`src/rtl/i2c_regf_burst.sv`:
```
// I2C target with an oversampled bus front end and a register bank.
// A burst pointer auto-increments; all registers are exposed in parallel.
module i2c_regf_burst #(
  parameter logic [6:0] DEVICE_ADDR = 7'h2A,
  parameter int         REG_COUNT   = 16,
  parameter int         PTR_WIDTH   = 4,
  parameter bit         AUTO_INC    = 1'b1
) (
  input  logic                   clk,
  input  logic                   rst_n,
  input  logic                   scl_in,
  input  logic                   sda_in,
  output logic                   sda_oe,
  output logic [REG_COUNT*8-1:0] reg_flat,
  output logic                   wr_strobe,
  output logic [PTR_WIDTH-1:0]   wr_addr,
  output logic                   busy
);

  typedef enum logic [3:0] {
    IDLE, ADDR, ADDR_ACK, PTR, PTR_ACK,
    WDATA, WDATA_ACK, RDATA, RDATA_ACK, IGNORE
  } state_t;

  localparam logic [PTR_WIDTH:0] RC =
    (PTR_WIDTH+1)'(REG_COUNT);
  localparam logic [PTR_WIDTH-1:0] LAST =
    PTR_WIDTH'(REG_COUNT-1);

  state_t               state_q;
  logic [2:0]           scl_q, sda_q;
  logic [2:0]           cnt_q;
  logic [7:0]           sh_q;
  logic [PTR_WIDTH-1:0] ptr_q;
  logic                 ack_q, rw_q;
  logic                 sda_oe_q, busy_q;
  logic                 wr_strobe_q;
  logic [PTR_WIDTH-1:0] wr_addr_q;
  logic [7:0]           regs_q [REG_COUNT];

  logic                 scl_rise, scl_fall, scl_hi;
  logic                 start_c, stop_c;
  logic [7:0]           byte_d, rd_byte;
  logic [PTR_WIDTH-1:0] ptr_inc_d;
  logic                 in_range;

  // [1] is the synchronised level, [2] the delayed copy for edges
  always_ff @(posedge clk or negedge rst_n) begin
    if (!rst_n) begin
      scl_q <= 3'b111;
      sda_q <= 3'b111;
    end else begin
      scl_q <= {scl_q[1:0], scl_in};
      sda_q <= {sda_q[1:0], sda_in};
    end
  end

  assign scl_rise = scl_q[1] & ~scl_q[2];
  assign scl_fall = ~scl_q[1] & scl_q[2];
  assign scl_hi   = scl_q[1] & scl_q[2];
  assign start_c  = scl_hi & ~sda_q[1] & sda_q[2];
  assign stop_c   = scl_hi & sda_q[1] & ~sda_q[2];

  assign byte_d   = {sh_q[6:0], sda_q[1]};
  assign in_range = {1'b0, ptr_q} < RC;

  always_comb begin
    ptr_inc_d = ptr_q;
    if (AUTO_INC)
      ptr_inc_d = (ptr_q == LAST) ? '0 : ptr_q + 1'b1;
  end

  always_comb begin
    rd_byte = 8'hFF;
    for (int i = 0; i < REG_COUNT; i++)
      if (ptr_q == PTR_WIDTH'(i)) rd_byte = regs_q[i];
  end

  for (genvar g = 0; g < REG_COUNT; g++) begin : g_flat
    assign reg_flat[8*g +: 8] = regs_q[g];
  end

  always_ff @(posedge clk or negedge rst_n) begin
    if (!rst_n) begin
      state_q     <= IDLE;
      cnt_q       <= '0;
      sh_q        <= '0;
      ptr_q       <= '0;
      ack_q       <= 1'b0;
      rw_q        <= 1'b0;
      sda_oe_q    <= 1'b0;
      busy_q      <= 1'b0;
      wr_strobe_q <= 1'b0;
      wr_addr_q   <= '0;
      for (int i = 0; i < REG_COUNT; i++)
        regs_q[i] <= 8'h00;
    end else begin
      wr_strobe_q <= 1'b0;
      if (start_c) begin
        state_q  <= ADDR;
        cnt_q    <= '0;
        busy_q   <= 1'b1;
        sda_oe_q <= 1'b0;
        ack_q    <= 1'b0;
      end else if (stop_c) begin
        state_q  <= IDLE;
        busy_q   <= 1'b0;
        sda_oe_q <= 1'b0;
        ack_q    <= 1'b0;
      end else begin
        case (state_q)
          ADDR, PTR, WDATA: begin
            if (scl_rise) begin
              sh_q  <= byte_d;
              cnt_q <= cnt_q + 3'd1;
              if (cnt_q == 3'd7) begin
                unique case (1'b1)
                  state_q == ADDR: begin
                    rw_q <= byte_d[0];
                    if (byte_d[7:1] == DEVICE_ADDR &&
                        byte_d[7:1] != 7'h00)
                      state_q <= ADDR_ACK;
                    else
                      state_q <= IGNORE;
                  end
                  state_q == PTR: begin
                    ptr_q   <= byte_d[PTR_WIDTH-1:0];
                    state_q <= PTR_ACK;
                  end
                  default: begin
                    if (in_range) begin
                      for (int i = 0; i < REG_COUNT; i++)
                        if (ptr_q == PTR_WIDTH'(i))
                          regs_q[i] <= byte_d;
                      wr_strobe_q <= 1'b1;
                      wr_addr_q   <= ptr_q;
                    end
                    ptr_q   <= ptr_inc_d;
                    state_q <= WDATA_ACK;
                  end
                endcase
              end
            end
          end
          // First fall starts the ACK slot, second fall ends it
          ADDR_ACK, PTR_ACK, WDATA_ACK: begin
            if (scl_fall) begin
              if (!ack_q) begin
                ack_q    <= 1'b1;
                sda_oe_q <= 1'b1;
              end else begin
                ack_q    <= 1'b0;
                sda_oe_q <= 1'b0;
                cnt_q    <= '0;
                if (state_q == ADDR_ACK && rw_q) begin
                  state_q  <= RDATA;
                  sh_q     <= rd_byte;
                  sda_oe_q <= ~rd_byte[7];
                end else if (state_q == ADDR_ACK) begin
                  state_q <= PTR;
                end else begin
                  state_q <= WDATA;
                end
              end
            end
          end
          RDATA: begin
            if (scl_fall) begin
              if (cnt_q == 3'd7) begin
                cnt_q    <= '0;
                sda_oe_q <= 1'b0;
                state_q  <= RDATA_ACK;
              end else begin
                cnt_q    <= cnt_q + 3'd1;
                sh_q     <= {sh_q[6:0], 1'b1};
                sda_oe_q <= ~sh_q[6];
              end
            end
          end
          RDATA_ACK: begin
            if (scl_rise) begin
              if (sda_q[1]) begin
                state_q <= IGNORE;
              end else begin
                ptr_q <= ptr_inc_d;
                ack_q <= 1'b1;
              end
            end else if (scl_fall && ack_q) begin
              ack_q    <= 1'b0;
              state_q  <= RDATA;
              sh_q     <= rd_byte;
              sda_oe_q <= ~rd_byte[7];
            end
          end
          default: ;
        endcase
      end
    end
  end

  assign sda_oe    = sda_oe_q;
  assign busy      = busy_q;
  assign wr_strobe = wr_strobe_q;
  assign wr_addr   = wr_addr_q;

endmodule

```
`config.mk`:
```
export PLATFORM = sky130hd
export DESIGN_NAME = i2c_regf_burst
export DESIGN_NICKNAME = d
export VERILOG_FILES = /design/src/rtl/i2c_regf_burst.sv
export SDC_FILE = /design/constraint.sdc
export NUM_CORES = 1
export LEC_CHECK = 0
export ABC_AREA = 1
export CAP_MARGIN = 40
export CORE_MARGIN = 2
export CORE_UTILIZATION = 48
export CTS_CLUSTER_DIAMETER = 50
export DETAILED_ROUTE_END_ITERATION = 7
export PLACE_DENSITY = 0.79
export SLEW_MARGIN = 5
export SYNTH_ARGS = -nofsm -noshare
export SYNTH_HDL_FRONTEND = slang
export SYNTH_SLANG_ARGS = --single-unit
```
`constraint.sdc`:
```
create_clock -name clk -period 6.81 [get_ports clk]
set_input_delay 1.362 -clock clk [delete_from_list [all_inputs] [get_ports clk]]
set_output_delay 1.362 -clock clk [all_outputs]
set_load 0.005 [all_outputs]
```
After elaboration in Yosys (flattened, before gate mapping)
Cells that the tools add are included.
{"block": "word_totals", "reg_bits": 161, "inputBits": 4, "out_inout_bits": 135, "wordCells": 220}
{"block": "classes", "addsub": 2, "eq_ne": 53, "mux": 82, "n_bitwise": 16, "reduce_logical": 39}
{"op": "8-bit 2-to-1 mux", "count": 16}
{"op": "7-bit AND reduction", "count": 16}
{"op": "4-bit 2-to-1 mux", "count": 17}
{"op": "7-bit 2-to-1 mux", "count": 8}
{"op": "4-bit equality test, second input constant", "count": 9}
{"op": "4-bit by 3-bit equality test with 1-bit output, second input constant", "count": 8}
{"op": "4-bit inequality test, second input constant", "count": 8}
{"op": "7-bit one-hot mux with 4 select lines", "count": 1}
{"op": "3-bit 2-to-1 mux", "count": 9}
{"op": "2-bit inequality test, second input constant", "count": 13}
{"op": "1-bit 2-to-1 mux", "count": 24}
{"op": "4-bit one-hot mux with 2 select lines", "count": 3}
{"op": "6-bit AND reduction", "count": 3}
{"op": "4-bit by 2-bit equality test with 1-bit output, second input constant", "count": 4}
{"op": "4-bit one-hot mux with 4 select lines", "count": 1}
{"op": "5-bit inequality test, second input constant", "count": 3}
{"op": "3-bit inequality test, second input constant", "count": 4}
{"op": "4-bit nonzero test", "count": 3}
{"op": "11-bit AND reduction", "count": 1}
{"op": "1-bit inverter", "count": 9}
{"op": "3-bit one-hot mux with 3 select lines", "count": 1}
{"op": "9-bit AND reduction", "count": 1}
{"op": "4-bit by 1-bit equality test with 1-bit output, second input constant", "count": 2}
{"op": "8-bit AND reduction", "count": 1}
{"op": "17 further kinds", "count": 27}

Depth between registers and ports, before layout
Gate-level depths: netlist (run 1).
{"block": "depth", "word_depth": 24, "mapped_depth": 23, "depth_no_buf": 23}

Worst setup path before layout (run 1)
Ideal clock, no wire load.
{"block": "synth_path", "path_kind": "register -> register", "start": "reg sda_q[1]", "end": "reg sh_q[2]", "setup_time_ns": 0.122, "arrival_ns": 2.075, "required_ns": 6.688, "setup_slack_ns": 4.613, "stages_incl_launch_ff": 12, "path_buffers": 2, "period_less_slack_ns": 2.197, "cell_sequence": "dfstp_2 -> buf_4 -> inv_1 -> nand4_1 -> inv_1 -> nor2_2 -> inv_1 -> nor4_2 -> nand4_2 -> buf_4 -> a21oi_1 -> a21oi_1"}
{"block": "synth_via", "elab_chain_len": 5, "word_cells_on_any_way": 8, "cone_classes": "bitwise: 7; reduce/logical: 1"}
{"item": "start, declared", "line_no": "31", "text": "logic [2:0] scl_q, sda_q;"}
{"item": "start signal, assigned", "line_no": "54", "text": "sda_q <= {sda_q[1:0], sda_in};"}
{"item": "1-bit inverter", "line_no": "61", "text": "assign start_c = scl_hi & ~sda_q[1] & sda_q[2];"}
{"item": "1-bit AND (2 in series)", "line_no": "61"}
{"item": "1-bit inverter (no source line)"}
{"item": "11-bit AND reduction (no source line) *"}
{"item": "end signal, assigned", "line_no": "114", "text": "sh_q <= byte_d;"}
{"item": "end signal, assigned", "line_no": "157", "text": "sh_q <= rd_byte;"}
{"item": "end signal, assigned", "line_no": "175", "text": "sh_q <= {sh_q[6:0], 1'b1};"}
{"item": "end, declared", "line_no": "33", "text": "logic [7:0] sh_q;"}
Mark *: on every way between the ends. The rest lies on a longest branch, timed or not.
A chain may end at the register's enable or synchronous reset.

Worst setup path after layout (run 1)
{"block": "layout_path", "start": "reg sda_q[1]", "end": "reg sh_q[0]"}
{"block": "layout_via", "elab_chain_len": 5, "word_cells_on_any_way": 10, "cone_classes": "mux: 2; bitwise: 7; reduce/logical: 1"}
{"item": "1-bit inverter", "line_no": "61"}
{"item": "1-bit AND (2 in series)", "line_no": "61"}
{"item": "1-bit inverter (no source line)"}
{"item": "11-bit AND reduction (no source line)"}
Several ways; a longest one is shown, not always the timed one. The select of a mux whose other input is x is not followed.

==> impl_metrics.env, run 1 <==
export IMPL_status="complete, no violations"
export IMPL_viasPerCell=5.38
export IMPL_hold_slack_ps=359
export IMPL_placed_cell_area_um2=9530
export IMPL_crit_chain="inv_1 -> nand4_1 -> inv_1 -> nor2_2 -> inv_1 -> nor4_2 -> nand4_2 -> a211oi_1 -> a21boi_1"
export IMPL_crit_buf_inv=3
export IMPL_gr_total_overflow=0
export IMPL_core_um2=16500
export IMPL_wirelength_um=23800
export IMPL_p_leak_nw=4.66
export IMPL_hold_violations=0
export IMPL_grt_max_degree=91
export IMPL_vdd_drop_max_uv=186
export IMPL_syn_nets=1044
export IMPL_grt_pass1_vias=7046
export IMPL_drc_errors=0
export IMPL_die_h_um=133
export IMPL_ctsLongestPathBuffers=2
export IMPL_area_growth_pct=26.1
export IMPL_syn_area_um2=8050
export IMPL_final_common_cell="nand2_1"
export IMPL_fin_nets=1161
export IMPL_setup_slack_ps=3730
export IMPL_finalCriticalPeriod_ps=3080
export IMPL_regArea_um2=4040
export IMPL_fin_area_um2=10100
export IMPL_fill_cells=1418
export IMPL_multi_input_area_um2=3310
export IMPL_max_stage_delay_ps=670
export IMPL_slew_headroom_pct=40.1
export IMPL_hold_path_end="scl_q[1]$_DFF_PN1_"
export IMPL_routabilityCongestion=0.908
export IMPL_cts_tree="yes"
export IMPL_worstReg2RegStart="sda_q[1]$_DFF_PN1_"
export IMPL_drv_slew=0
export IMPL_holdBufCountCts=0
export IMPL_diodes=0
export IMPL_wl_met2_um=11100
export IMPL_start_util_pct=48.9
export IMPL_antenna_found_initial=0
export IMPL_cts_root_buf="clkbuf_16"
export IMPL_r2r_end="sh_q[0]$_DFFE_PN0P_"
export IMPL_rsz0062_at_grt="false"
export IMPL_die_w_um=133
export IMPL_design_die_area_um2=17800
export IMPL_crit_path_top_delay_cell="dfstp_2"
export IMPL_synthCells=1034
export IMPL_drv_cap=0
export IMPL_cp_start_kind="register"
export IMPL_final_period_utilization_pct=45.2
export IMPL_cts_repair_resized=0
export IMPL_hold_depth=0
export IMPL_cts_htree_levels=4
export IMPL_vias=7440
export IMPL_wl_met1_um=10000
export IMPL_grt_util_all_layers_pct=27.2
export IMPL_hold_path_class="reg -> reg"
export IMPL_min_from="scl_q[0]$_DFF_PN1_"
export IMPL_drtAntennaViolNets=0
export IMPL_io_pins=139
export IMPL_end_kind="register"
export IMPL_firstDrtPassIters=6
export IMPL_seq_area_frac_synth_pct=50.2
export IMPL_cp_common_cell="inv_1"
export IMPL_wl_per_cell_um=17.2
export IMPL_post_dp_hpwl_um=16700
export IMPL_synth_distinct_cells=41
export IMPL_rows=47
export IMPL_fmaxAchievable_mhz=325
export IMPL_startpoint="sda_q[1]$_DFF_PN1_"
export IMPL_drive_gt1_share_pct=6.79
export IMPL_clock_latency_ps=430
export IMPL_critical_path_class="reg -> reg"
export IMPL_crit_family="simple AND/OR/NAND/NOR gates"
export IMPL_ys_warn_count=0
export IMPL_grt_pass1_wl_um=37500
export IMPL_clk_pin_slew_ps=60
export IMPL_cp_arrival_ps=3390
export IMPL_rrSetupSlack_ps=3730
export IMPL_avgSynthCellArea_um2=7.78
export IMPL_portBuffers=138
export IMPL_setup_viol=0
export IMPL_finalSetupTns_ps=0
export IMPL_clock_skew_ps=8.35
export IMPL_worst_pin_slew_ps=896
export IMPL_highest_layer="met4"
export IMPL_crit_required_ps=7120
export IMPL_path_max_fanout=15
export IMPL_synth_seq_cells=161
export IMPL_drt_initial_drc_count=789
export IMPL_cts_sinks=161
export IMPL_pwr_density_cell_nw_per_um2=347
export IMPL_final_cell_mix="299 x nand2_1, 155 x dfrtp_1, 137 x clkdlybuf4s50_1"
export IMPL_postCtsSetupRepairBufs=0
export IMPL_cts_buffers=17
export IMPL_preCtsSetupSlack_ps=3810
export IMPL_wl_met3_um=1930
export IMPL_ff2ff_path_depth=9
[synth_stat cells (all sizes together)]
| cell | n | area [µm²] |
|---|---|---|
| a211oi | 4 | 30.0 |
| a21boi | 1 | 7.51 |
| a21oi | 82 | 410 |
| a2bb2oi | 1 | 8.76 |
| a311oi | 1 | 8.76 |
| a31oi | 2 | 12.5 |
| a32oi | 1 | 8.76 |
| buf | 19 | 126 |
| clkbuf | 26 | 97.6 |
| dfrtp | 155 | 3880 |
| dfstp | 6 | 158 |
| ha | 6 | 75.1 |
| inv | 126 | 475 |
| nand2 | 302 | 1140 |
| nand3 | 42 | 210 |
| nand3b | 1 | 7.51 |
| nand4 | 5 | 37.5 |
| nor2 | 98 | 470 |
| nor3 | 7 | 67.6 |
| nor4 | 1 | 12.5 |
| o2111ai | 1 | 8.76 |
| o21ai | 127 | 643 |
| o221ai | 6 | 52.6 |
| o22ai | 2 | 12.5 |
| o31ai | 3 | 22.5 |
| o41ai | 1 | 8.76 |
| or2 | 7 | 43.8 |
| xor2 | 1 | 8.76 |
[worst register-to-register path: cells and delay by family, from the launching register on]
family                 cells  cell delay, ps
and+or+nand+nor            4            1240
DFF                        1             670
buffers and inverters      3             670
AOI/OAI and AO/OA          2             390
[routing by layer]
layer | vias up | global-route usage, %
met4 | 0 | 10.2
met1 | 3525 | 37.3
met5 | - | 0
met2 | 321 | 42.6
li1 | 3540 | -
met3 | 54 | 6.13
[stage by stage]
stage / instances / util [%] / power [mW]
2_1_floorplan: 1034 / - / 2.05
3_3_place_gp: 1349 / 57.7 / 2.48
3_5_place_dp: 1352 / 57.9 / 2.49
4_1_cts: 1383 / 61.6 / 3.51
5_1_grt: 1383 / 61.6 / 3.73
6_report: 1383 / 61.6 / 3.52
[area by class of cell]
class                      count  area share, %
clock buffer                  22           4.57
sequential                   161           39.8
inverter                     126           4.69
multi-input combinational    702           32.6
tap                          220           2.71
clock inverter                 9           1.52
timing repair buffer         143           14.1
[kinds of logic (layout without fill, tap and decap cells)]
kind of cell / count (synthesis) / after routing / share of synthesized area (%)
AOI/OAI and AO/OA: 232 / 232 / 15.3
xor gates and xnor gates: 1 / 1 / 0.109
adders and majority gates: 6 / 6 / 0.933
buffers and inverters: 171 / 300 / 8.69
DFF: 161 / 161 / 50.2
and+or+nand+nor: 463 / 463 / 24.7
[how the worst max path moves through the flow]
stage / to / cells past startpoint
6_report: sh_q[0]$_DFFE_PN0P_ / 9
5_1_grt: sh_q[0]$_DFFE_PN0P_ / 9
4_1_cts: sh_q[0]$_DFFE_PN0P_ / 9
3_3_place_gp: sh_q[0]$_DFFE_PN0P_ / 9
2_1_floorplan: sh_q[2]$_DFFE_PN0P_ / 11
3_5_place_dp: sh_q[0]$_DFFE_PN0P_ / 9
[power breakdown]
group          total (mW)  internal, mW  leakage [nW]  switching (mW)
combinational        1.34         0.412          2.17           0.930
sequential           1.17          1.02          2.19           0.144
clock                1.01         0.631         0.297           0.382
total                3.52          2.07          4.66            1.46
[sequential cells by signal, summed over array words and instances (netlist names), 3 cells and up]
signal,count
cnt_q,3
ptr_q,4
reg_flat,128
scl_q,3
sda_q,3
sh_q,7
state_q,4
wr_addr,4
No activity file was read; power rests on OpenSTA's default activity.
==> run 2: changes to the inputs <==
--- a/config.mk
+++ b/config.mk
@@ -11,7 +11,7 @@
 export CORE_UTILIZATION = 48
 export CTS_CLUSTER_DIAMETER = 50
 export DETAILED_ROUTE_END_ITERATION = 7
-export PLACE_DENSITY = 0.79
+export PLACE_DENSITY = 0.81
 export SLEW_MARGIN = 5
 export SYNTH_ARGS = -nofsm -noshare
 export SYNTH_HDL_FRONTEND = slang
==> constraint.sdc (replaced) <==
create_clock -name clk -period 2.5 [get_ports clk]
set_input_delay 0.5 -clock clk [delete_from_list [all_inputs] [get_ports clk]]
set_output_delay 0.5 -clock clk [all_outputs]
set_load 0.005 [all_outputs]
==> run 2 against run 1 <==
Against the previous run: sequential share of layout area decreased by 1.3 points; wire length increased by 5.0%; first-iteration DRC count decreased by 3.3%; critical path depth increased by 10; clock power increased by 150%; global-route usage increased by 1.2 points; die area unchanged; non-clock buffer count increased by 34; largest cell class unchanged; largest power group unchanged.
==> impl_metrics.env, run 2 (same netlist as run 1, synthesis figures left out) <==
export IMPL_gr_usage_met1_pct=39.1
export IMPL_routabilityCongestion=0.951
export IMPL_final_period_utilization_pct=98.2
export IMPL_hold_path_end="scl_q[1]$_DFF_PN1_"
export IMPL_finalCriticalPeriod_ps=2450
export IMPL_clk_pin_slew_ps=60
export IMPL_cts_root_buf="clkbuf_16"
export IMPL_busiest_layer="met2"
export IMPL_drive_gt1_share_pct=11.8
export IMPL_cp_start_kind="register"
export IMPL_placed_cell_area_um2=9760
export IMPL_rows=47
export IMPL_fill_cells=1368
export IMPL_clock_skew_ps=9.03
export IMPL_grt_util_all_layers_pct=28.4
export IMPL_drv_cap=0
export IMPL_hold_slack_ps=357
export IMPL_path_max_fanout=6
export IMPL_worst_pin_slew_ps=641
export IMPL_grt_util_met2_pct=43.4
export IMPL_vdd_drop_max_uv=606
export IMPL_grt_pass1_wl_um=38900
export IMPL_diodes=0
export IMPL_drtAntennaViolNets=0
export IMPL_antenna_found_initial=0
export IMPL_final_cells=1417
export IMPL_final_common_cell="nand2_1"
export IMPL_p_leak_nw=4.82
export IMPL_power_frac_seq_pct=31.9
export IMPL_io_pins=139
export IMPL_r2r_end="sh_q[3]$_DFFE_PN0P_"
export IMPL_portBuffers=138
export IMPL_p_clk_share_pct=25.4
export IMPL_largest_reg_flops=128
export IMPL_gr_usage_met3_pct=6.09
export IMPL_status="complete, no violations"
export IMPL_switchingPower_mw=4.15
export IMPL_firstDrtPassIters=6
export IMPL_startpoint="ptr_q[3]$_DFFE_PN0P_"
export IMPL_crit_required_ps=2820
export IMPL_fin_area_um2=10500
export IMPL_die_h_um=133
export IMPL_drt_initial_drc_count=763
export IMPL_ff2ff_path_depth=19
export IMPL_slew_headroom_pct=57.2
export IMPL_hold_violations=0
export IMPL_min_from="scl_q[0]$_DFF_PN1_"
export IMPL_cts_tree="yes"
export IMPL_cts_htree_levels=4
export IMPL_pwr_density_cell_nw_per_um2=933
export IMPL_worstReg2RegStart="ptr_q[3]$_DFFE_PN0P_"
export IMPL_dp_cells=1381
export IMPL_wl_per_cell_um=17.6
export IMPL_hold_path_class="reg -> reg"
export IMPL_post_dp_hpwl_um=17600
export IMPL_swShare_pct=42.4
export IMPL_die_w_um=133
export IMPL_viasPerCell=5.52
export IMPL_cts_buffers=17
export IMPL_end_kind="register"
export IMPL_setup_viol=0
export IMPL_drv_slew=0
export IMPL_vias=7828
export IMPL_intPower_mw=5.64
export IMPL_drc_errors=0
export IMPL_gr_total_overflow=0
export IMPL_hold_depth=0
export IMPL_start_util_pct=48.9
export IMPL_cp_arrival_ps=2770
export IMPL_area_growth_pct=30.4
export IMPL_grt_max_degree=75
export IMPL_share_comb_of_total_power_pct=42.7
export IMPL_clock_latency_ps=430
export IMPL_design_die_area_um2=17800
export IMPL_rrSetupSlack_ps=50
export IMPL_critical_path_class="reg -> reg"
export IMPL_grt_pass1_vias=7428
export IMPL_final_cell_mix="293 x nand2_1, 152 x dfrtp_1, 137 x clkdlybuf4s50_1"
export IMPL_core_um2=16500
export IMPL_fmaxAchievable_mhz=407
export IMPL_cts_sinks=161
export IMPL_fin_nets=1195
export IMPL_rsz0062_at_grt="true"
export IMPL_ctsLongestPathBuffers=2
export IMPL_wirelength_um=24900
==> run 2: final cells by class <==
cell class,count,area [µm²],area share (%)
clock buffers,21,470,4.49
clock inverters,10,86.3,0.823
inverters,126,480,4.58
multi-input cells,702,3420,32.6
flip-flops and latches,161,4040,38.5
well taps,220,275,2.62
repair buffers,177,1720,16.4
==> run 2: how the worst max path moves through the flow <==
stage	end	slack, ps	cells after the start
2_1_floorplan	sh_q[2]$_DFFE_PN0P_	300	11
6_report	sh_q[3]$_DFFE_PN0P_	50	19
3_5_place_dp	sh_q[3]$_DFFE_PN0P_	-20	21
4_1_cts	sh_q[1]$_DFFE_PN0P_	6	21
3_3_place_gp	sda_oe$_DFFE_PN0P_	-9	23
5_1_grt	sda_oe$_DFFE_PN0P_	-100	22
==> run 2: layer usage <==
| layer | share of wire [%] | wire [µm] |
|---|---|---|
| met3 | 8.6 | 2150 |
| met2 | 46 | 11400 |
| met1 | 42 | 10400 |
| met4 | 3.9 | 968 |
| met5 | 0 | 0 |
==> run 2: stage by stage <==
stage	util, %	TNS, ps	worst slack (ps)	power, mW
finish	63.7	0	45.6	9.79
global route	63.7	-291	-95.4	10.4
CTS	62.8	0	6.07	9.48
detailed placement	59.3	-32.7	-21.1	6.95
global placement	59.3	-12.5	-9.16	6.93
floorplan	-	0	303	5.58
==> run 2: power by group through the flow <==
stage	combinational [mW]	clock, mW	sequential (mW)
2_1_floorplan	2.62	0	2.95
5_1_grt	4.61	2.62	3.13
6_report	4.18	2.49	3.12
3_3_place_gp	3.80	0	3.13
3_5_place_dp	3.81	0	3.14
4_1_cts	3.89	2.49	3.10
==> run 2: critical path, stage by stage (launching register included) <==
cell,delay [ps]
dfrtp_2,450
nor2_4,260
nand2_2,160
buf_4,200
o221ai_2,180
nand3_1,90
nand3_1,120
nand2_1,80
nand2_1,70
nand2_1,60
nand2_1,60
nand2_1,50
nand2_1,70
nand2_1,70
nand3_1,70
nand2_1,60
nand2_1,80
nand2_1,60
nand2_1,70
a21oi_1,60
==> run 2: repair_timing <==
| action | CTS | global route |
|---|---|---|
| resized for setup | 4 | 32 |
| pin swaps | 0 | 3 |
| setup endpoints to repair | 3 | 20 |
| hold endpoints to repair | 28 | 0 |
| hold buffers | 1 | 0 |
| buffers inserted | 0 | 4 |
